<file path="config.mk">
export PLATFORM = sky130hd
export DESIGN_NAME = radio
export DESIGN_NICKNAME = d
export VERILOG_FILES = /design/src/rtl/radio.sv
export SDC_FILE = /design/constraint.sdc
export NUM_CORES = 1
export LEC_CHECK = 0
export CAP_MARGIN = 20
export CORE_MARGIN = 2
export CORE_UTILIZATION = 47
export CTS_CLUSTER_SIZE = 24
export DETAILED_ROUTE_END_ITERATION = 12
export GPL_ROUTABILITY_DRIVEN = 0
export GPL_TIMING_DRIVEN = 1
export PLACE_DENSITY = 0.72
export SYNTH_ARGS = -nofsm -noshare
export SYNTH_HDL_FRONTEND = slang
export SYNTH_SLANG_ARGS = --single-unit
</file>
<file path="constraint.sdc">
create_clock -name clk -period 1.7 [get_ports clk]
set_clock_uncertainty 0.2 [all_clocks]
set_input_delay 0.17 -clock clk [delete_from_list [all_inputs] [get_ports clk]]
set_output_delay 0.17 -clock clk [all_outputs]
set_load 0.02 [all_outputs]
</file>
<file path="src/rtl/radio.sv">
// Half-duplex serial radio front end: LSB-first byte TX on Tx, level-gated byte RX on Rx.
// Define RADIO_PARITY_EN to append/check an even parity bit after the payload.
module radio #(
   parameter int CLKS_PER_BIT = 1,
   parameter int DATA_W       = 8
) (
   input  logic              clk,
   input  logic              rst,
   input  logic              enable,
   input  logic              send,
   output logic              busy,
   input  logic              receive,
   input  logic [DATA_W-1:0] tx_data,
   output logic [DATA_W-1:0] rx_data,
   output logic              rx_valid,
   output logic              Tx,
   input  logic              Rx
);

`ifdef RADIO_PARITY_EN
   localparam int FRAME_W = DATA_W + 1;
`else
   localparam int FRAME_W = DATA_W;
`endif
   localparam int CW = (CLKS_PER_BIT > 1) ? $clog2(CLKS_PER_BIT) : 1;
   localparam int BW = (FRAME_W > 1) ? $clog2(FRAME_W) : 1;
   localparam logic [CW-1:0] LAST_CLK   = CW'(CLKS_PER_BIT - 1);
   localparam logic [CW-1:0] SAMPLE_CLK = CW'(CLKS_PER_BIT / 2);
   localparam logic [BW-1:0] LAST_BIT   = BW'(FRAME_W - 1);

   typedef enum logic [1:0] {IDLE, TX, RX} state_t;

   state_t             state;
   logic [CW-1:0]      clk_cnt;
   logic [BW-1:0]      bit_cnt;
   logic [FRAME_W-2:0] tx_shift;
   logic [FRAME_W-2:0] rx_shift;
   logic [FRAME_W-1:0] tx_frame;
   logic [FRAME_W-1:0] rx_frame;
   logic               rx_ok;

   // rx_frame is the complete frame as it would stand after sampling Rx this edge
   always_comb begin
      rx_frame = {Rx, rx_shift};
`ifdef RADIO_PARITY_EN
      tx_frame = {^tx_data, tx_data};
      rx_ok    = ((^rx_frame[DATA_W-1:0]) == rx_frame[DATA_W]);
`else
      tx_frame = tx_data;
      rx_ok    = 1'b1;
`endif
   end

   always_ff @(posedge clk or posedge rst) begin
      if (rst) begin
         state    <= IDLE;
         Tx       <= 1'b1;
         busy     <= 1'b0;
         rx_data  <= '0;
         rx_valid <= 1'b0;
         clk_cnt  <= '0;
         bit_cnt  <= '0;
         tx_shift <= '0;
         rx_shift <= '0;
      end else begin
         rx_valid <= 1'b0;
         if (!enable) begin
            state   <= IDLE;
            Tx      <= 1'b1;
            busy    <= 1'b0;
            clk_cnt <= '0;
            bit_cnt <= '0;
         end else begin
            case (state)
               IDLE: begin
                  clk_cnt <= '0;
                  bit_cnt <= '0;
                  Tx      <= 1'b1;
                  if (send) begin
                     state    <= TX;
                     busy     <= 1'b1;
                     Tx       <= tx_frame[0];
                     tx_shift <= tx_frame[FRAME_W-1:1];
                  end else if (receive) begin
                     state <= RX;
                     busy  <= 1'b1;
                  end
               end
               TX: begin
                  if (clk_cnt == LAST_CLK) begin
                     clk_cnt <= '0;
                     if (bit_cnt == LAST_BIT) begin
                        state <= IDLE;
                        busy  <= 1'b0;
                        Tx    <= 1'b1;
                     end else begin
                        bit_cnt  <= bit_cnt + 1'b1;
                        Tx       <= tx_shift[0];
                        tx_shift <= tx_shift >> 1;
                     end
                  end else begin
                     clk_cnt <= clk_cnt + 1'b1;
                  end
               end
               RX: begin
                  if (!receive) begin
                     state <= IDLE;
                     busy  <= 1'b0;
                  end else begin
                     clk_cnt <= (clk_cnt == LAST_CLK) ? '0 : clk_cnt + 1'b1;
                     if (clk_cnt == SAMPLE_CLK) begin
                        rx_shift <= rx_frame[FRAME_W-1:1];
                        if (bit_cnt == LAST_BIT) begin
                           state <= IDLE;
                           busy  <= 1'b0;
                           if (rx_ok) begin
                              rx_data  <= rx_frame[DATA_W-1:0];
                              rx_valid <= 1'b1;
                           end
                        end else begin
                           bit_cnt <= bit_cnt + 1'b1;
                        end
                     end
                  end
               end
               default: begin
                  state <= IDLE;
                  busy  <= 1'b0;
                  Tx    <= 1'b1;
               end
            endcase
         end
      end
   end

endmodule

</file>
==> flow_summary.toml, run 1 <==
[sta]
hold_viol_final = 0
fin_crit_ps = 1790
setup_violations = 10
period_share_pct = 105
tightest_slew_ps = 392
rsz0062_at_grt = "true"
fmax_mhz = 559
max-slew-margin-rel_pct = 73.8
final_max_slew_viol_count = 0
setup_ws_ps = -89.3

[route]
drc = 0
dr.pass1.iters = 4
antenna_left = 0
num_vias = 1082
via_per_inst = 5.46
wl_um = 3330
wl_per_cell_um = 16.8
drt_iter0_drc = 27

[layout]
fill_cells = 194
fin_nets = 184
areaGrowthSynthToFinish_pct = 48.7
layout_common_cells = "dfrtp_1, buf_4, mux2_4"
drive_gt1_share_pct = 45.5
final_common_cell = "dfrtp_1"
final_util_pct = 72.7
antenna-diode-count = 0
layout.cells.non_filler = 198

[cts]
clkTransAtPathRegs_ps = 100
clockBufferDepth = 2
cts_tree = "yes"
clock_latency_ps = 340
h-tree-depth = 2
cts-root-buf = "clkbuf_4"
cts_buffers = 5
cts.sinks = 30

[grt]
grt_start_max_net_pins = 23
grt_overflow = 0
grt_pass1_vias = 1137
grt_pass1_wl_um = 5280
grt_usage_pct = 20.6
antenna_found_initial = 0

[synth]
synth-seq-cells = 30
synth_nets = 133
synth_seq_area_share_pct = 51.2
avgSynthCellArea_sq_um = 13.0
synth_top_area_share_pct = 49.4
syn_inst = 113
synth_top_area_cell = "dfrtp_1"
yosysWarnings = 0
yosysUniqueCellTypes = 31
synthTopCellsByArea = "dfrtp_1, mux2_2, ha_1"
syn_area_sq_um = 1470

[power_and_ir_drop]
cellPowerDensity_nw_per_um2 = 808
power.switching_w = 0.000487
p_seq_share_pct = 48.9
p_leak_nw = 1.13
power.share.switching_pct = 27.7
pwr-share-clk_pct = 25.6
pwr-share-comb_pct = 25.4
internal_power_w = 0.00127
peakVddDrop_mv = 0.578

[setup_path]
crit_arrival_ps = 1840
slowest_delay_ps = 430
worst-path-buf-inv = 1
crit_family = "compound AO/OA/AOI/OAI gates"
crit_top_cell = "ha_4"
cp_data_required_time_ps = 1750
start_kind = "flip-flop"
path_cells = "ha_4 > ha_4 > buf_6 > a2111o_1 > o22ai_1"
reg2reg_slack_ps = -90
slowest_stage = "a2111o_1"
cp-end-kind = "flip-flop"
criticalPathCategory = "reg -> reg"
crit_path_max_fanout = 4

[place]
dp_hpwl_um = 2100
port_buffers = 24
dp.cells = 184

[floorplan]
core_area_sq_um = 3000
num_rows = 20
die_area_sq_um = 3590
pin_count = 25
fp.dieH_um = 59.9
start_util_pct = 48.9
die_w_um = 59.9

[run]
timing.max_cap.violations = 0

[run_status]
violations = "setup timing"
status = "finished, violations left"

[min_path]
hp-class = "in -> reg"
[per-stage QoR]
step	instance area, sq um	TNS, ps	hold slack [ps]	setup WS (ps)	total power [W]
after floorplan	1530	-134	60.1	-16.1	0.00110
after global placement	1930	-1790	274	-140	0.00124
after detailed placement	1930	-3050	287	-199	0.00125
after CTS	2090	-875	271	-93.3	0.00176
after global routing	2180	-1380	294	-136	0.00185
final	2180	-721	286	-89.3	0.00176
[sequential cells by signal (all words and copies together), names as in the netlist]
signal,flops
rx_data,8
rx_shift,7
tx_shift,7
bit_cnt,3
state,2
Tx,1
busy,1
rx_valid,1
[worst register-to-register path: stages (launching register included)]
cell and delay (ps):
dfrtp_1 420, ha_4 180, ha_4 170, buf_6 120, a2111o_1 430, o22ai_1 180
[path summary, 6_finish.rpt]
path                              from          end  cells after the start
setup / recovery            bit_cnt[0]   bit_cnt[1]                      5
hold / removal                      Rx   rx_data[7]                      2
setup reg to reg            bit_cnt[0]   bit_cnt[1]                      5
hold reg to reg            rx_shift[0]   rx_data[0]                      1
max in group asynchronous          rst   bit_cnt[1]                      4
min in group asynchronous          rst  tx_shift[3]                      3
[what timing repair did]
item                                    in CTS  in global routing
pin swaps                                   10                  8
setup buffers                                4                  0
endpoints found under the hold margin        7                  0
resized for setup                           20                 17
cloned                                       0                  1
endpoints found under the setup margin      31                 27
hold buffers                                 1                  0
[cell type report]
class | instances | area [sq um] | area share [%]
timing repair buffer | 48 | 465 | 21.3
clock buffer | 7 | 55.1 | 2.52
multi-input combinational | 73 | 841 | 38.5
inverter | 6 | 22.5 | 1.03
clock inverter | 1 | 5.00 | 0.229
tap | 33 | 41.3 | 1.89
sequential | 30 | 752 | 34.5
[power by group through the flow]
stage	clock network, W	registers [W]	logic (W)
after detailed placement	0	0.000870	0.000384
after CTS	0.000473	0.000858	0.000428
after global routing	0.000493	0.000873	0.000483
after global placement	0	0.000863	0.000372
final	0.000451	0.000862	0.000448
after floorplan	0	0.000861	0.000242
[cell usage after synthesis]
cell type / number
a2111o_1: 1
a21oi_1: 1
a221oi_1: 2
a22o_1: 1
a32o_1: 2
and2_1: 1
buf_4: 1
buf_6: 3
clkbuf_2: 1
dfrtp_1: 29
dfstp_2: 1
ha_1: 6
inv_1: 6
mux2_2: 27
nand2_1: 7
nand2b_1: 2
nand2b_2: 1
nand3_1: 1
nand4_2: 1
nor2_1: 1
nor2b_1: 1
nor3_1: 3
nor3_2: 1
nor4_1: 1
o2111ai_2: 1
o21ai_0: 2
o22ai_1: 3
o31a_1: 2
o31ai_1: 1
or2b_1: 2
or3b_1: 1
[per-layer routing]
layer  share of wire, %  wire (um)  GRT usage (%)
met4                1.9         63           8.57
met1                 40       1330           25.0
met3                5.3        178           8.23
met5                  0          0              0
met2                 53       1760           32.6
[cells by family after synthesis]
family,Yosys count,synth area share (%)
simple gates,23,9.29
fa+ha+maj,6,5.11
flops,30,51.2
buf+inv,11,4.69
mux,27,20.7
compound gates,16,8.95
Power figures use the tool's default switching activity.
==> run 2, diff against run 1 <==
--- a/config.mk
+++ b/config.mk
@@ -8,6 +8,7 @@
 export CAP_MARGIN = 20
 export CORE_MARGIN = 2
 export CORE_UTILIZATION = 47
+export CTS_CLUSTER_DIAMETER = 150
 export CTS_CLUSTER_SIZE = 24
 export DETAILED_ROUTE_END_ITERATION = 12
 export GPL_ROUTABILITY_DRIVEN = 0
==> results of run 2 <==
Same layout as run 1: the final DEF is identical, and so are final timing and power.
